### config.mk
export PLATFORM = sky130hd
export DESIGN_NAME = parking_gate_ctrl_flat
export DESIGN_NICKNAME = d
export VERILOG_FILES = /design/src/rtl/parking_gate_ctrl_if.sv /design/src/rtl/parking_gate_ctrl.sv /design/src/flat_wrapper.sv
export SDC_FILE = /design/constraint.sdc
export NUM_CORES = 1
export LEC_CHECK = 0
export ABC_AREA = 1
export BUFFER_PORTS_ARGS = -buffer_cell sky130_fd_sc_hd__buf_4
export CORE_MARGIN = 2
export CORE_UTILIZATION = 51
export DETAILED_ROUTE_END_ITERATION = 8
export PLACE_DENSITY_LB_ADDON = 0.12
export SYNTH_ARGS = -nofsm -noshare
export SYNTH_HDL_FRONTEND = slang
export SYNTH_SLANG_ARGS = --single-unit
### constraint.sdc
create_clock -name clk -period 1.3 [get_ports clk]
set_input_delay 0 -clock clk [delete_from_list [all_inputs] [get_ports clk]]
set_output_delay 0 -clock clk [all_outputs]
set_load 0.03 [all_outputs]
### src/rtl/parking_gate_ctrl_if.sv
// Lane sensor / counter-event bundle between the gate sequencer and its environment.
interface parking_gate_ctrl_if;
  logic       entry_req;
  logic       entry_is_uni;
  logic       entry_pass;
  logic       exit_req;
  logic       exit_is_uni;
  logic       exit_pass;
  logic       uni_is_vacated_space;
  logic       is_vacated_space;
  logic       car_entered;
  logic       is_uni_car_entered;
  logic       car_exited;
  logic       is_uni_car_exited;
  logic [4:0] hour;
  logic       entry_gate_open;
  logic       exit_gate_open;
  logic       entry_denied;
  logic       gate_timeout;

  // Environment side: drives sensors and vacancy flags, observes events.
  modport master (
    output entry_req, entry_is_uni, entry_pass,
    output exit_req, exit_is_uni, exit_pass,
    output uni_is_vacated_space, is_vacated_space,
    input  car_entered, is_uni_car_entered, car_exited, is_uni_car_exited,
    input  hour, entry_gate_open, exit_gate_open, entry_denied, gate_timeout
  );

  // Sequencer side.
  modport slave (
    input  entry_req, entry_is_uni, entry_pass,
    input  exit_req, exit_is_uni, exit_pass,
    input  uni_is_vacated_space, is_vacated_space,
    output car_entered, is_uni_car_entered, car_exited, is_uni_car_exited,
    output hour, entry_gate_open, exit_gate_open, entry_denied, gate_timeout
  );
endinterface

### src/rtl/parking_gate_ctrl.sv
// Gate sequencer: turns lane sensors into single-cycle entry/exit events for the
// parking counter, gates entry on vacancy, and keeps a free-running hour bus.
module parking_gate_ctrl #(
  parameter int START_HOUR     = 8,
  parameter int TICKS_PER_HOUR = 60,
  parameter int OPEN_TIMEOUT   = 32,
  parameter int DENY_CYCLES    = 4
) (
  input  logic               clk,
  input  logic               rst,
  parking_gate_ctrl_if.slave bus
);
  localparam int TICK_W = (TICKS_PER_HOUR > 1) ? $clog2(TICKS_PER_HOUR) : 1;
  localparam int TMR_W  = $clog2(OPEN_TIMEOUT);
  localparam int DNY_W  = (DENY_CYCLES > 1) ? $clog2(DENY_CYCLES) : 1;

  typedef enum logic [2:0] {E_IDLE, E_CHECK, E_OPEN, E_DENY, E_POST} entry_state_t;
  typedef enum logic [1:0] {X_IDLE, X_OPEN, X_POST} exit_state_t;

  entry_state_t      entry_state_q, entry_state_d;
  exit_state_t       exit_state_q, exit_state_d;
  logic              entry_req_q, entry_req_d, entry_req_prev_q, entry_req_prev_d;
  logic              exit_req_q, exit_req_d, exit_req_prev_q, exit_req_prev_d;
  logic              entry_uni_s_q, entry_uni_s_d, exit_uni_s_q, exit_uni_s_d;
  logic              entry_pass_q, entry_pass_d, exit_pass_q, exit_pass_d;
  logic              entry_tag_q, entry_tag_d, exit_tag_q, exit_tag_d;
  logic [TMR_W-1:0]  entry_timer_q, entry_timer_d, exit_timer_q, exit_timer_d;
  logic [DNY_W-1:0]  deny_cnt_q, deny_cnt_d;
  logic              car_entered_q, car_entered_d, uni_entered_q, uni_entered_d;
  logic              car_exited_q, car_exited_d, uni_exited_q, uni_exited_d;
  logic              entry_open_q, entry_open_d, exit_open_q, exit_open_d;
  logic              denied_q, denied_d, timeout_q, timeout_d;
  logic [TICK_W-1:0] tick_q, tick_d;
  logic [4:0]        hour_q, hour_d;
  logic              entry_rise, exit_rise, entry_grant, exit_grant;
  logic              entry_to, exit_to;

  assign entry_rise  = entry_req_q & ~entry_req_prev_q;
  assign exit_rise   = exit_req_q & ~exit_req_prev_q;
  // Exit wins a simultaneous event; the entry POST state simply waits a cycle.
  assign exit_grant  = (exit_state_q == X_POST);
  assign entry_grant = (entry_state_q == E_POST) && !exit_grant;

  // Next-state and registered-output logic for both gates, arbiter and hour clock.
  always_comb begin
    entry_req_d      = bus.entry_req;
    entry_req_prev_d = entry_req_q;
    exit_req_d       = bus.exit_req;
    exit_req_prev_d  = exit_req_q;
    entry_uni_s_d    = bus.entry_is_uni;
    exit_uni_s_d     = bus.exit_is_uni;
    entry_pass_d     = bus.entry_pass;
    exit_pass_d      = bus.exit_pass;
    entry_state_d    = entry_state_q;
    exit_state_d     = exit_state_q;
    entry_tag_d      = entry_tag_q;
    exit_tag_d       = exit_tag_q;
    entry_timer_d    = entry_timer_q;
    exit_timer_d     = exit_timer_q;
    deny_cnt_d       = deny_cnt_q;
    entry_to         = 1'b0;
    exit_to          = 1'b0;

    case (entry_state_q)
      E_IDLE:
        if (entry_rise) begin
          entry_state_d = E_CHECK;
          entry_tag_d   = entry_uni_s_q;
        end
      E_CHECK:
        if (entry_tag_q ? bus.uni_is_vacated_space : bus.is_vacated_space) begin
          entry_state_d = E_OPEN;
          entry_timer_d = '0;
        end else begin
          entry_state_d = E_DENY;
          deny_cnt_d    = '0;
        end
      E_OPEN:
        if (entry_pass_q) begin
          entry_state_d = E_POST;
        end else if (entry_timer_q == TMR_W'(OPEN_TIMEOUT - 1)) begin
          entry_state_d = E_IDLE;
          entry_to      = 1'b1;
        end else begin
          entry_timer_d = entry_timer_q + TMR_W'(1);
        end
      E_DENY:
        if (deny_cnt_q == DNY_W'(DENY_CYCLES - 1)) entry_state_d = E_IDLE;
        else deny_cnt_d = deny_cnt_q + DNY_W'(1);
      E_POST:
        if (entry_grant) entry_state_d = E_IDLE;
      default: entry_state_d = E_IDLE;
    endcase

    case (exit_state_q)
      X_IDLE:
        if (exit_rise) begin
          exit_state_d = X_OPEN;
          exit_tag_d   = exit_uni_s_q;
          exit_timer_d = '0;
        end
      X_OPEN:
        if (exit_pass_q) begin
          exit_state_d = X_POST;
        end else if (exit_timer_q == TMR_W'(OPEN_TIMEOUT - 1)) begin
          exit_state_d = X_IDLE;
          exit_to      = 1'b1;
        end else begin
          exit_timer_d = exit_timer_q + TMR_W'(1);
        end
      X_POST:
        if (exit_grant) exit_state_d = X_IDLE;
      default: exit_state_d = X_IDLE;
    endcase

    entry_open_d  = (entry_state_d == E_OPEN);
    exit_open_d   = (exit_state_d == X_OPEN);
    denied_d      = (entry_state_d == E_DENY);
    car_entered_d = entry_grant;
    uni_entered_d = entry_grant & entry_tag_q;
    car_exited_d  = exit_grant;
    uni_exited_d  = exit_grant & exit_tag_q;
    timeout_d     = entry_to | exit_to;

    if (tick_q == TICK_W'(TICKS_PER_HOUR - 1)) begin
      tick_d = '0;
      hour_d = (hour_q == 5'd23) ? 5'd0 : hour_q + 5'd1;
    end else begin
      tick_d = tick_q + TICK_W'(1);
      hour_d = hour_q;
    end
  end

  // State and output registers; edge detectors reload from live inputs on reset.
  always_ff @(posedge clk) begin
    if (rst) begin
      entry_req_q      <= bus.entry_req;
      entry_req_prev_q <= bus.entry_req;
      exit_req_q       <= bus.exit_req;
      exit_req_prev_q  <= bus.exit_req;
      entry_uni_s_q    <= 1'b0;
      exit_uni_s_q     <= 1'b0;
      entry_pass_q     <= 1'b0;
      exit_pass_q      <= 1'b0;
      entry_state_q    <= E_IDLE;
      exit_state_q     <= X_IDLE;
      entry_tag_q      <= 1'b0;
      exit_tag_q       <= 1'b0;
      entry_timer_q    <= '0;
      exit_timer_q     <= '0;
      deny_cnt_q       <= '0;
      car_entered_q    <= 1'b0;
      uni_entered_q    <= 1'b0;
      car_exited_q     <= 1'b0;
      uni_exited_q     <= 1'b0;
      entry_open_q     <= 1'b0;
      exit_open_q      <= 1'b0;
      denied_q         <= 1'b0;
      timeout_q        <= 1'b0;
      tick_q           <= '0;
      hour_q           <= 5'(START_HOUR);
    end else begin
      entry_req_q      <= entry_req_d;
      entry_req_prev_q <= entry_req_prev_d;
      exit_req_q       <= exit_req_d;
      exit_req_prev_q  <= exit_req_prev_d;
      entry_uni_s_q    <= entry_uni_s_d;
      exit_uni_s_q     <= exit_uni_s_d;
      entry_pass_q     <= entry_pass_d;
      exit_pass_q      <= exit_pass_d;
      entry_state_q    <= entry_state_d;
      exit_state_q     <= exit_state_d;
      entry_tag_q      <= entry_tag_d;
      exit_tag_q       <= exit_tag_d;
      entry_timer_q    <= entry_timer_d;
      exit_timer_q     <= exit_timer_d;
      deny_cnt_q       <= deny_cnt_d;
      car_entered_q    <= car_entered_d;
      uni_entered_q    <= uni_entered_d;
      car_exited_q     <= car_exited_d;
      uni_exited_q     <= uni_exited_d;
      entry_open_q     <= entry_open_d;
      exit_open_q      <= exit_open_d;
      denied_q         <= denied_d;
      timeout_q        <= timeout_d;
      tick_q           <= tick_d;
      hour_q           <= hour_d;
    end
  end

  assign bus.car_entered        = car_entered_q;
  assign bus.is_uni_car_entered = uni_entered_q;
  assign bus.car_exited         = car_exited_q;
  assign bus.is_uni_car_exited  = uni_exited_q;
  assign bus.hour               = hour_q;
  assign bus.entry_gate_open    = entry_open_q;
  assign bus.exit_gate_open     = exit_open_q;
  assign bus.entry_denied       = denied_q;
  assign bus.gate_timeout       = timeout_q;
endmodule

### src/flat_wrapper.sv
// flat-port wrapper written by rule: the top's interface ports become plain ports
module parking_gate_ctrl_flat 
#(
  parameter int START_HOUR     = 8,
  parameter int TICKS_PER_HOUR = 60,
  parameter int OPEN_TIMEOUT   = 32,
  parameter int DENY_CYCLES    = 4
)
  (clk, rst, bus_entry_req, bus_entry_is_uni, bus_entry_pass, bus_exit_req, bus_exit_is_uni, bus_exit_pass, bus_uni_is_vacated_space, bus_is_vacated_space, bus_car_entered, bus_is_uni_car_entered, bus_car_exited, bus_is_uni_car_exited, bus_hour, bus_entry_gate_open, bus_exit_gate_open, bus_entry_denied, bus_gate_timeout);
  parking_gate_ctrl_if bus_i ();
  input  logic clk;
  input  logic rst;
  input wire logic [$bits(bus_i.entry_req)-1:0] bus_entry_req;
  input wire logic [$bits(bus_i.entry_is_uni)-1:0] bus_entry_is_uni;
  input wire logic [$bits(bus_i.entry_pass)-1:0] bus_entry_pass;
  input wire logic [$bits(bus_i.exit_req)-1:0] bus_exit_req;
  input wire logic [$bits(bus_i.exit_is_uni)-1:0] bus_exit_is_uni;
  input wire logic [$bits(bus_i.exit_pass)-1:0] bus_exit_pass;
  input wire logic [$bits(bus_i.uni_is_vacated_space)-1:0] bus_uni_is_vacated_space;
  input wire logic [$bits(bus_i.is_vacated_space)-1:0] bus_is_vacated_space;
  output wire logic [$bits(bus_i.car_entered)-1:0] bus_car_entered;
  output wire logic [$bits(bus_i.is_uni_car_entered)-1:0] bus_is_uni_car_entered;
  output wire logic [$bits(bus_i.car_exited)-1:0] bus_car_exited;
  output wire logic [$bits(bus_i.is_uni_car_exited)-1:0] bus_is_uni_car_exited;
  output wire logic [$bits(bus_i.hour)-1:0] bus_hour;
  output wire logic [$bits(bus_i.entry_gate_open)-1:0] bus_entry_gate_open;
  output wire logic [$bits(bus_i.exit_gate_open)-1:0] bus_exit_gate_open;
  output wire logic [$bits(bus_i.entry_denied)-1:0] bus_entry_denied;
  output wire logic [$bits(bus_i.gate_timeout)-1:0] bus_gate_timeout;
  assign bus_i.entry_req = bus_entry_req;
  assign bus_i.entry_is_uni = bus_entry_is_uni;
  assign bus_i.entry_pass = bus_entry_pass;
  assign bus_i.exit_req = bus_exit_req;
  assign bus_i.exit_is_uni = bus_exit_is_uni;
  assign bus_i.exit_pass = bus_exit_pass;
  assign bus_i.uni_is_vacated_space = bus_uni_is_vacated_space;
  assign bus_i.is_vacated_space = bus_is_vacated_space;
  assign bus_car_entered = bus_i.car_entered;
  assign bus_is_uni_car_entered = bus_i.is_uni_car_entered;
  assign bus_car_exited = bus_i.car_exited;
  assign bus_is_uni_car_exited = bus_i.is_uni_car_exited;
  assign bus_hour = bus_i.hour;
  assign bus_entry_gate_open = bus_i.entry_gate_open;
  assign bus_exit_gate_open = bus_i.exit_gate_open;
  assign bus_entry_denied = bus_i.entry_denied;
  assign bus_gate_timeout = bus_i.gate_timeout;
  parking_gate_ctrl #(.START_HOUR(START_HOUR), .TICKS_PER_HOUR(TICKS_PER_HOUR), .OPEN_TIMEOUT(OPEN_TIMEOUT), .DENY_CYCLES(DENY_CYCLES)) u_core (.clk(clk), .rst(rst), .bus(bus_i));
endmodule
* Yosys cells after proc, flatten, opt, wreduce, memory -nomap -nowiden
Index checks and enable logic that the tools add are counted.
** Storage, ports and cells
- RAM bits :: 0
- ROM bits :: 0
- Bits in latches :: 0
- Bits in registers :: 46
- Output and inout bits :: 13
- Input bits :: 10
- Memories kept :: 0
** Operators by class
- Div/mod/pow operators :: 0
- Bitwise gates (word level) :: 7
- Shift-type cells :: 0
- Multipliers :: 0
- Order comparisons :: 0
- Equality and inequality tests :: 22
- Reductions and logical operators :: 13
- Add/subtract/negate cells :: 5
- Multiplexer cells :: 32
** Operators by type and width (number)
- $mux 5 :: 7
- $pmux 5 s2 :: 2
- $add 5x1->5 const B :: 3
- $eq 5x5->1 const B :: 3
- $mux 3 :: 5
- $pmux 3 s5 :: 1
- $eq 3x2->1 const B :: 4
- $ne 2x2->1 const B :: 6
- $mux 1 :: 10
- $mux 2 :: 5
- $pmux 2 s2 :: 2
- $reduce_and 4->1 :: 2
- $add 6x1->6 const B :: 1
- $eq 6x6->1 const B :: 1
- $reduce_bool 2->1 :: 3
- $and 1x1->1 :: 4
- $eq 2x1->1 const B :: 2
- $eq 2x2->1 const B :: 2
- $ne 2x1->1 const B :: 2
- $reduce_and 2->1 :: 2
- $eq 3x1->1 const B :: 1
- $eq 3x3->1 const B :: 1
- $logic_not 3->1 :: 1
- $reduce_and 3->1 :: 1
- 7 further kinds :: 8

* Logic depth before layout (Yosys ltp)
Gate-level depths: netlist of run 1.
- Depth in word-level cells :: 6
- Mapped depth :: 11

* Worst setup path after synthesis of run 1
Ideal clock, no wire load.
- Kind :: reg2reg
- Start :: reg u_core.entry_timer_q[0]
- End :: reg u_core.entry_timer_q[1]
- Slack :: -0.143 ns
- Data required time :: 1.174 ns
- Path buffers :: 0
- Cell stages (with the launch flop) :: 12
- Data arrival time :: 1.317 ns
- Cells stage by stage :: dfxtp_1 ha_1 nand2_1 nor2_1 ha_1 nand4_1 nand2_2 inv_1 nand2_2 nand2_1 nand2_1 nor2_1
** On the way
- Longest elaborated chain between the ends :: 4
** Ends and longest elaborated chain
- start: declaration :: RTL line parking_gate_ctrl.sv:27 : logic [TMR_W-1:0] entry_timer_q, entry_timer_d, exit_timer_q, exit_timer_d;
- start signal: assignment :: RTL line parking_gate_ctrl.sv:175 : entry_timer_q <= entry_timer_d;
- $add 5x1->5 :: RTL line parking_gate_ctrl.sv:85 : entry_timer_d = entry_timer_q + TMR_W'(1);
- $mux 5 :: RTL line parking_gate_ctrl.sv:81 : end else if (entry_timer_q == TMR_W'(OPEN_TIMEOUT - 1)) begin
- $mux 5 :: RTL line parking_gate_ctrl.sv:79 : if (entry_pass_q) begin
- $pmux 5 s2 :: RTL line parking_gate_ctrl.sv:64 : case (entry_state_q)
Several ways; a longest one is shown, not always the timed one. The select of a mux whose other input is x is not followed.
A chain may end at the register's enable or synchronous reset.

* Final worst setup path of run 1
- Start :: reg u_core.entry_timer_q[0]
- End :: reg u_core.entry_timer_q[2]
Same word-level chain as after synthesis.

==> summary.txt, run 1 <==
STA
  – Setup Skew: between 0.007 and 0.008 ns
  – Count of final setup violators: 12
  – Relative slew slack: a little over 70%
  – Max-slew violation total from the final report: 0
  – PnR worst setup slack: -0.2186 ns
  – Minimum clock period: 1.519 ns
  – Final TNS setup: -1.627 ns
  – Final Hold Fails: 0
  – Max Freq: between 600 and 700 MHz
  – RSZ-0062 raised after global routing: true
  – Period utilization: 116.8%
  – Worst-margin pin slew: around 0.41 ns

Logic synthesis
  – EDFF count, synth: 0
  – Mapped Area: ~0.0019 mm²
  – Syn Inst Count: 250
  – Synthesized flop and latch total: 46
  – Prevailing post-synth register cell: dfxtp_1
  – Post-synthesis sequential area ratio: between 40% and 50%
  – Cell variety after synth: 25
  – Largest family of logic cells by synthesized area: simple AND/OR/NAND/NOR gates
  – Fraction of the mapped netlist area in simple logic gates: between 20% and 30%
  – Synth Area in Compound Gates: under 10%
  – Avg Inst Size Synth: 7.572 µm²
  – YS warnings: 0
  – Synth Area in Adders: under 10%
  – Syn Nets: 267
  – Mux contribution to synthesized area: 0%
  – Synth Area in XOR/XNOR: less than 1%
  – Asr flop ratio synth: 0%

Clock tree
  – H-tree depth: 2
  – Max Root-Sink Buffers: 2
  – Clk_lat worst skew: 0.30 ns
  – Reg clk slew, reported paths: about 0.08 ns
  – Root buffer cell: clkbuf_8
  – CTS tree: done
  – Num CTS Buffers: 5
  – CTS Sinks: 46

Cells and area
  – Fillers: 282
  – Post-Layout Cell Count: ~370
  – Final instance area: 0.002738 mm²
  – Layout cell share with drive strength beyond 1: a little under two fifths
  – # diodes: 0
  – Post-layout net count: ~340
  – Flip-flop and latch area: 932.1 µm²
  – P&R area growth vs syn: 44.61%
  – Multi-input logic area: roughly 990 µm²

Min path
  – Hold depth: 4
  – Hold_sp: rst
  – Worst hold-check path type: primary input to flip-flop

Floorplan
  – Die span in y: ~65 µm
  – Die area: roughly 0.0042 mm²
  – Initial Util: 52.50%
  – Core area: 0.003606 mm²
  – Die Wd: around 65 µm
  – I/O pin cnt: 23
  – Site Rows: 22

Routing
  – Vias post-DR: 1766
  – Routed wire length: ~4.3 mm
  – Number of iterations in the first detailed-routing pass: 4
  – DRC Markers: 0
  – Post-DRT Antenna Nets: 0
  – 1st-iter DRT viols: 89
  – Drt via density: about 4.8
  – Wire length per cell: 11.69 µm

Pwr
  – P per Cell Area: ~1000 mW/mm²
  – Pleak: between 1 and 1.5 nW
  – Maximum vdd drop: ~0.65 mV
  – PnR Total Power: roughly 2.8 mW

Job
  – Total of max-cap violations: 0

Setup path
  – CP endpoint kind: flip-flop
  – Critical Path AT: 1.76 ns
  – Crit start category: flip-flop
  – Worst Path Required: ~1.5 ns
  – Crit path kind: flip-flop to flip-flop
  – Crit path launch: u_core.entry_timer_q[0]$_SDFFE_PP0P_
  – Worst R2R Start: u_core.entry_timer_q[0]$_SDFFE_PP0P_
  – Max FO, Critical Path: 5
  – R2r worst-path depth: 9

Placed design
  – Post-place setup slack: -0.2406 ns
  – Number of port buffers: 22
  – Hpwl dp: 2.707 mm
  – Post-place instance area: 0.002282 mm²
  – Cell Count Post-Placement: between 300 and 400
  – GP Congestion: 0.8013

Status
  – Outcome: finished with violations
  – Failing checks: setup timing

Global route
  – Initial antenna violation count: 0
  – Number of global-route vias before repair: 1717
  – GRT overflow: 0
  – First-pass GRT wire length: about 7.1 mm
  – Overall Global Routing Usage: a little over a fifth
  – Largest net degree at the start of global routing: 23
[registers in the layout, summed over array words and instances, names as in the netlist, 2 cells and up]
register	flops
u_core.entry_timer_q	5
u_core.tick_q	6
u_core.exit_timer_q	5
u_core.exit_state_q	2
u_core.bus.hour	5
u_core.entry_state_q	3
u_core.deny_cnt_q	2
[cell usage after synthesis, types with 3 or more instances]
| cell type | number | area, µm² |
|---|---|---|
| inv_1 | 39 | 146.4 |
| nor3_1 | 4 | 20.02 |
| o21ai_0 | 13 | 65.06 |
| nand3_1 | 14 | 70.07 |
| nand2_2 | 3 | 18.77 |
| nand4_1 | 5 | 31.28 |
| inv_2 | 3 | 11.26 |
| a21oi_1 | 16 | 80.08 |
| dfxtp_1 | 46 | 920.9 |
| nand2_1 | 45 | 168.9 |
| nor2_1 | 39 | 146.4 |
| ha_1 | 7 | 87.58 |
[what timing repair did]
item,4_1_cts,5_1_grt
buffers inserted,7,13
gates resized for setup,32,14
hold buffers,6,0
pin swaps,22,21
endpoints found under the setup margin,16,25
hold endpoints to repair,8,0
cloned,0,0
[final timing paths]
kind / endpoint / slack, ns
max: u_core.entry_timer_q[2]$_SDFFE_PP0P_ / -0.22
min: u_core.bus.hour[2]$_SDFFE_PP0P_ / 0.08
max reg2reg: u_core.entry_timer_q[2]$_SDFFE_PP0P_ / -0.22
min reg2reg: u_core.exit_req_prev_q$_DFF_P_ / 0.45
[worst max-delay path, stage by stage, from the launching register on]
cell     delay (ns)
dfxtp_2        0.34
ha_4           0.17
nand2_4        0.08
nor2_4         0.04
ha_4           0.15
nand4_1        0.12
nand2_2        0.13
nor2_4         0.17
nand2_1        0.10
a21oi_2        0.16
[final cells by class]
cell class	instances	share of cell area, %
multi-input cells	159	36.06
flip-flops and latches	46	34.05
repair buffers	65	18.78
inverters	42	5.759
clock buffers	6	2.651
well taps	48	2.194
clock inverters	2	0.5027
[per-layer routing]
layer | share of wire [%] | vias up | global-route usage [%]
li1 | - | 927 | -
met1 | 46 | 787 | 26.89
met2 | 47 | 41 | 34.54
met3 | 4.4 | 11 | 6.424
met4 | 2.3 | 0 | 9.574
met5 | 0 | - | 0
[metrics by stage]
stage | hold WS [ns] | utilization (%)
after floorplan | 0.02772 | -
after global placement | 0.1142 | 63.29
after detailed placement | 0.1169 | 63.29
after CTS | 0.08150 | 71.83
after global routing | 0.1293 | 75.92
final | 0.08439 | 75.92
[kinds of logic after synthesis]
logic type / Yosys count
AND/OR/NAND/NOR: 119
XOR/XNOR: 1
buffers and inverters: 45
flip-flops: 46
adder cells (fa/ha/maj): 7
AO/OA/AOI/OAI: 32
[cell usage in the layout, fill, tap and decap left out, types with 4 or more instances in the layout]
master	instances
dfxtp_2	9
clkbuf_8	5
ha_4	4
nand3_1	11
nor2_1	32
nand2_2	4
inv_1	36
dlygate4sd3_1	6
nand2_4	6
o21ai_0	13
nor2_4	5
buf_4	56
nand3_2	4
a21oi_2	5
nand4_1	5
nand2_1	40
dfxtp_1	37
a21oi_1	11
inv_2	6
[power breakdown]
part           total, mW  switching, mW  internal, mW  leakage, nW
clock network      0.860          0.480         0.380       0.0452
registers           1.53         0.0530          1.48        0.379
logic              0.451          0.243         0.207        0.859
total               2.84          0.777          2.06         1.28
Note: power is estimated with default switching activity, not from simulation.
==> run 2: changes to the inputs <==
- CORE_ASPECT_RATIO: unset -> 0.7
- GPL_TIMING_DRIVEN: unset -> 1
==> summary.txt, run 2 (synthesized netlist as in run 1, its figures left out) <==
Status
  – Outcome: finished with violations
  – Failing checks: setup timing

Job
  – Total of max-cap violations: 0 (unchanged)

Setup path
  – CP Cell Sequence: ha_4, nand2_2, nor2_2, ha_2, nand4_1, nand2_2, inv_2, nand2_2, nand2_1, nand2_1, nor2_1
  – Max FO, Critical Path: 5 (unchanged)
  – Crit-path slowest cell: dfxtp_2
  – Worst Path Required: 1.48 ns (-0.06 ns)
  – CP peak stage delay: 0.36 ns (+0.02 ns)
  – CP endpoint kind: flip-flop
  – Crit start category: flip-flop
  – Critical Path AT: 1.64 ns (-0.12 ns)
  – Crit path kind: flip-flop to flip-flop
  – Most used cell, CP: nand2_2

STA
  – PnR worst setup slack: -0.1528 ns (+0.06584 ns)
  – Minimum clock period: 1.453 ns (-0.06584 ns)
  – RSZ-0062 raised after global routing: true
  – Worst-margin pin slew: 0.4381 ns (+0.02947 ns)
  – Max Freq: 688.3 MHz (+4.5%)
  – Count of final setup violators: 14 (+2)
  – Max-slew violation total from the final report: 0 (unchanged)
  – Final TNS setup: -1.453 ns (+0.1743 ns)
  – Final Hold Fails: 0 (unchanged)
  – Relative slew slack: 70.76% (-1.7 points)
  – Period utilization: 111.8% (-5.1 points)
  – Setup Skew: 0.008418 ns (+0.001255 ns)

Clock tree
  – Num CTS Buffers: 5 (unchanged)
  – Reg clk slew, reported paths: 0.09 ns (about the same)
  – H-tree depth: 2 (unchanged)
  – CTS tree: done
  – Clk_lat worst skew: 0.30 ns (about the same)
  – Root buffer cell: clkbuf_8
  – CTS Sinks: 46 (unchanged)
  – Max Root-Sink Buffers: 2 (unchanged)

Cells and area
  – P&R area growth vs syn: 42.37%
  – Largest register by flop count: u_core.tick_q
  – Final instance area: 0.002695 mm² (-1.6%)
  – Commonest non-fill, non-tap cell in the layout: buf_4
  – Layout cell share with drive strength beyond 1: 34.94% (-1.9 points)
  – # diodes: 0 (unchanged)
  – Most frequent cells in the layout: buf_4 (48), nand2_1 (39), dfxtp_1 (38), inv_1 (36), nor2_1 (32)
  – Util after Layout: 76.22% (+0.30 points)
  – Post-layout net count: 328 (-2.4%)
  – Largest register FFs: 6 (unchanged)
  – Fillers: 267 (-5.3%)

Routing
  – Routed wire length: 4.300 mm (about the same)
  – 1st-iter DRT viols: 119 (+34%)
  – Number of iterations in the first detailed-routing pass: 4 (unchanged)
  – Post-DRT Antenna Nets: 0 (unchanged)
  – Met3 Wirelength: 214 µm (+13%)
  – Drt via density: 4.757 (-0.88%)
  – Wire length per cell: 11.88 µm (+1.6%)
  – Met2 wire len: 1.957 mm (-4.1%)
  – Vias post-DR: 1722 (-2.5%)
  – DRC Markers: 0 (unchanged)
  – WL met1: 2.080 mm (+5.5%)
  – Highest Signal Layer: met4

Global route
  – Number of global-route vias before repair: 1500 (-13%)
  – First-pass GRT wire length: 6.713 mm (-5.8%)
  – GRT overflow: 0 (unchanged)
  – Initial antenna violation count: 0 (unchanged)
  – Overall Global Routing Usage: 20.79% (-0.83 points)
  – Largest net degree at the start of global routing: 23 (unchanged)

Floorplan
  – Die Wd: 76.82 µm (+18%)
  – I/O pin cnt: 23 (unchanged)
  – Die area: 0.004223 mm² (+0.19%)
  – Core area: 0.003536 mm² (-1.9%)
  – Initial Util: 53.54% (+1.0 points)
  – Die span in y: 54.98 µm (-15%)
  – Site Rows: 18 (-18%)

Pwr
  – Clk network pwr share: 39.3% (+9.0 points)
  – PnR Total Power: 3.204 mW (+13%)
  – P per Cell Area: 1189 mW/mm² (+15%)
  – Switching Share: 24.19% (-3.2 points)
  – NetSw: 0.7751 mW (-0.24%)
  – Reg power frac: 47.6% (-6.2 points)
  – Maximum vdd drop: 0.8373 mV (+29%)
  – P_int: 2.429 mW (+18%)
  – Gate power share: 13.1% (-2.8 points)
  – Pleak: 1.249 nW (-2.7%)

Placed design
  – Post-place instance area: 0.002292 mm² (+0.44%)
  – GP Congestion: 0.9226 (+15%)
  – Post-place setup slack: -0.2134 ns (+0.02724 ns)
  – Hpwl dp: 2.722 mm (+0.55%)
  – Number of port buffers: 22 (unchanged)

Min path
  – Worst hold-check path type: primary input to flip-flop
## run 2: final cells by class
cell class / count / area (µm²) / area share (%)
flip-flops and latches: 46 / 930.9 / 34.54
repair buffers: 57 / 454.2 / 16.85
well taps: 50 / 62.56 / 2.321
inverters: 42 / 160.2 / 5.942
multi-input cells: 159 / 949.7 / 35.24
clock buffers: 5 / 68.82 / 2.553
clock inverters: 3 / 68.82 / 2.553
## run 2: power by group through the flow
stage,Sequential (mW),Combinational (mW),Clock [mW]
2_1_floorplan,1.56,0.206,0
3_5_place_dp,1.55,0.340,0
4_1_cts,1.52,0.387,1.28
3_3_place_gp,1.54,0.335,0
5_1_grt,1.53,0.467,1.34
6_report,1.53,0.420,1.26
## run 2: metal layers
metal,global-route usage (%),vias up
met4,8.182,0
met2,33.48,38
li1,-,909
met3,5.032,5
met5,0,-
met1,27.73,770
## run 2: through the flow
stage,hold WS [ns],cells
2_1_floorplan,0.02772,250
3_3_place_gp,0.1152,339
3_5_place_dp,0.1157,339
4_1_cts,0.1159,357
5_1_grt,0.1432,362
6_report,0.1160,362
## run 2: repair_timing
| item | in CTS | in global routing |
|---|---|---|
| resized for setup | 27 | 12 |
| endpoints found under the setup margin | 18 | 25 |
| pin swaps | 23 | 17 |
| hold buffers | 6 | 0 |
| endpoints found under the hold margin | 8 | 0 |
| setup buffers | 4 | 5 |
## run 2: critical path: cells and delay by family, from the launching register on
kind,cells,cell delay (ns)
AND/OR/NAND/NOR,8,0.60
buffers and inverters,1,0.05
flip-flops,1,0.36
adder cells (fa/ha/maj),2,0.32
## run 2: path summary, 6_finish.rpt
path                                        startpoint                                    to  slack (ns)  cells after the start
setup reg to reg  u_core.entry_timer_q[0]$_SDFFE_PP0P_  u_core.entry_timer_q[1]$_SDFFE_PP0P_       -0.15                     11
hold / removal                                     rst  u_core.bus.exit_gate_open$_SDFF_PP0_        0.12                      3
hold reg to reg         u_core.exit_req_prev_d$_DFF_P_        u_core.exit_req_prev_q$_DFF_P_        0.46                      2
setup / recovery  u_core.entry_timer_q[0]$_SDFFE_PP0P_  u_core.entry_timer_q[1]$_SDFFE_PP0P_       -0.15                     11
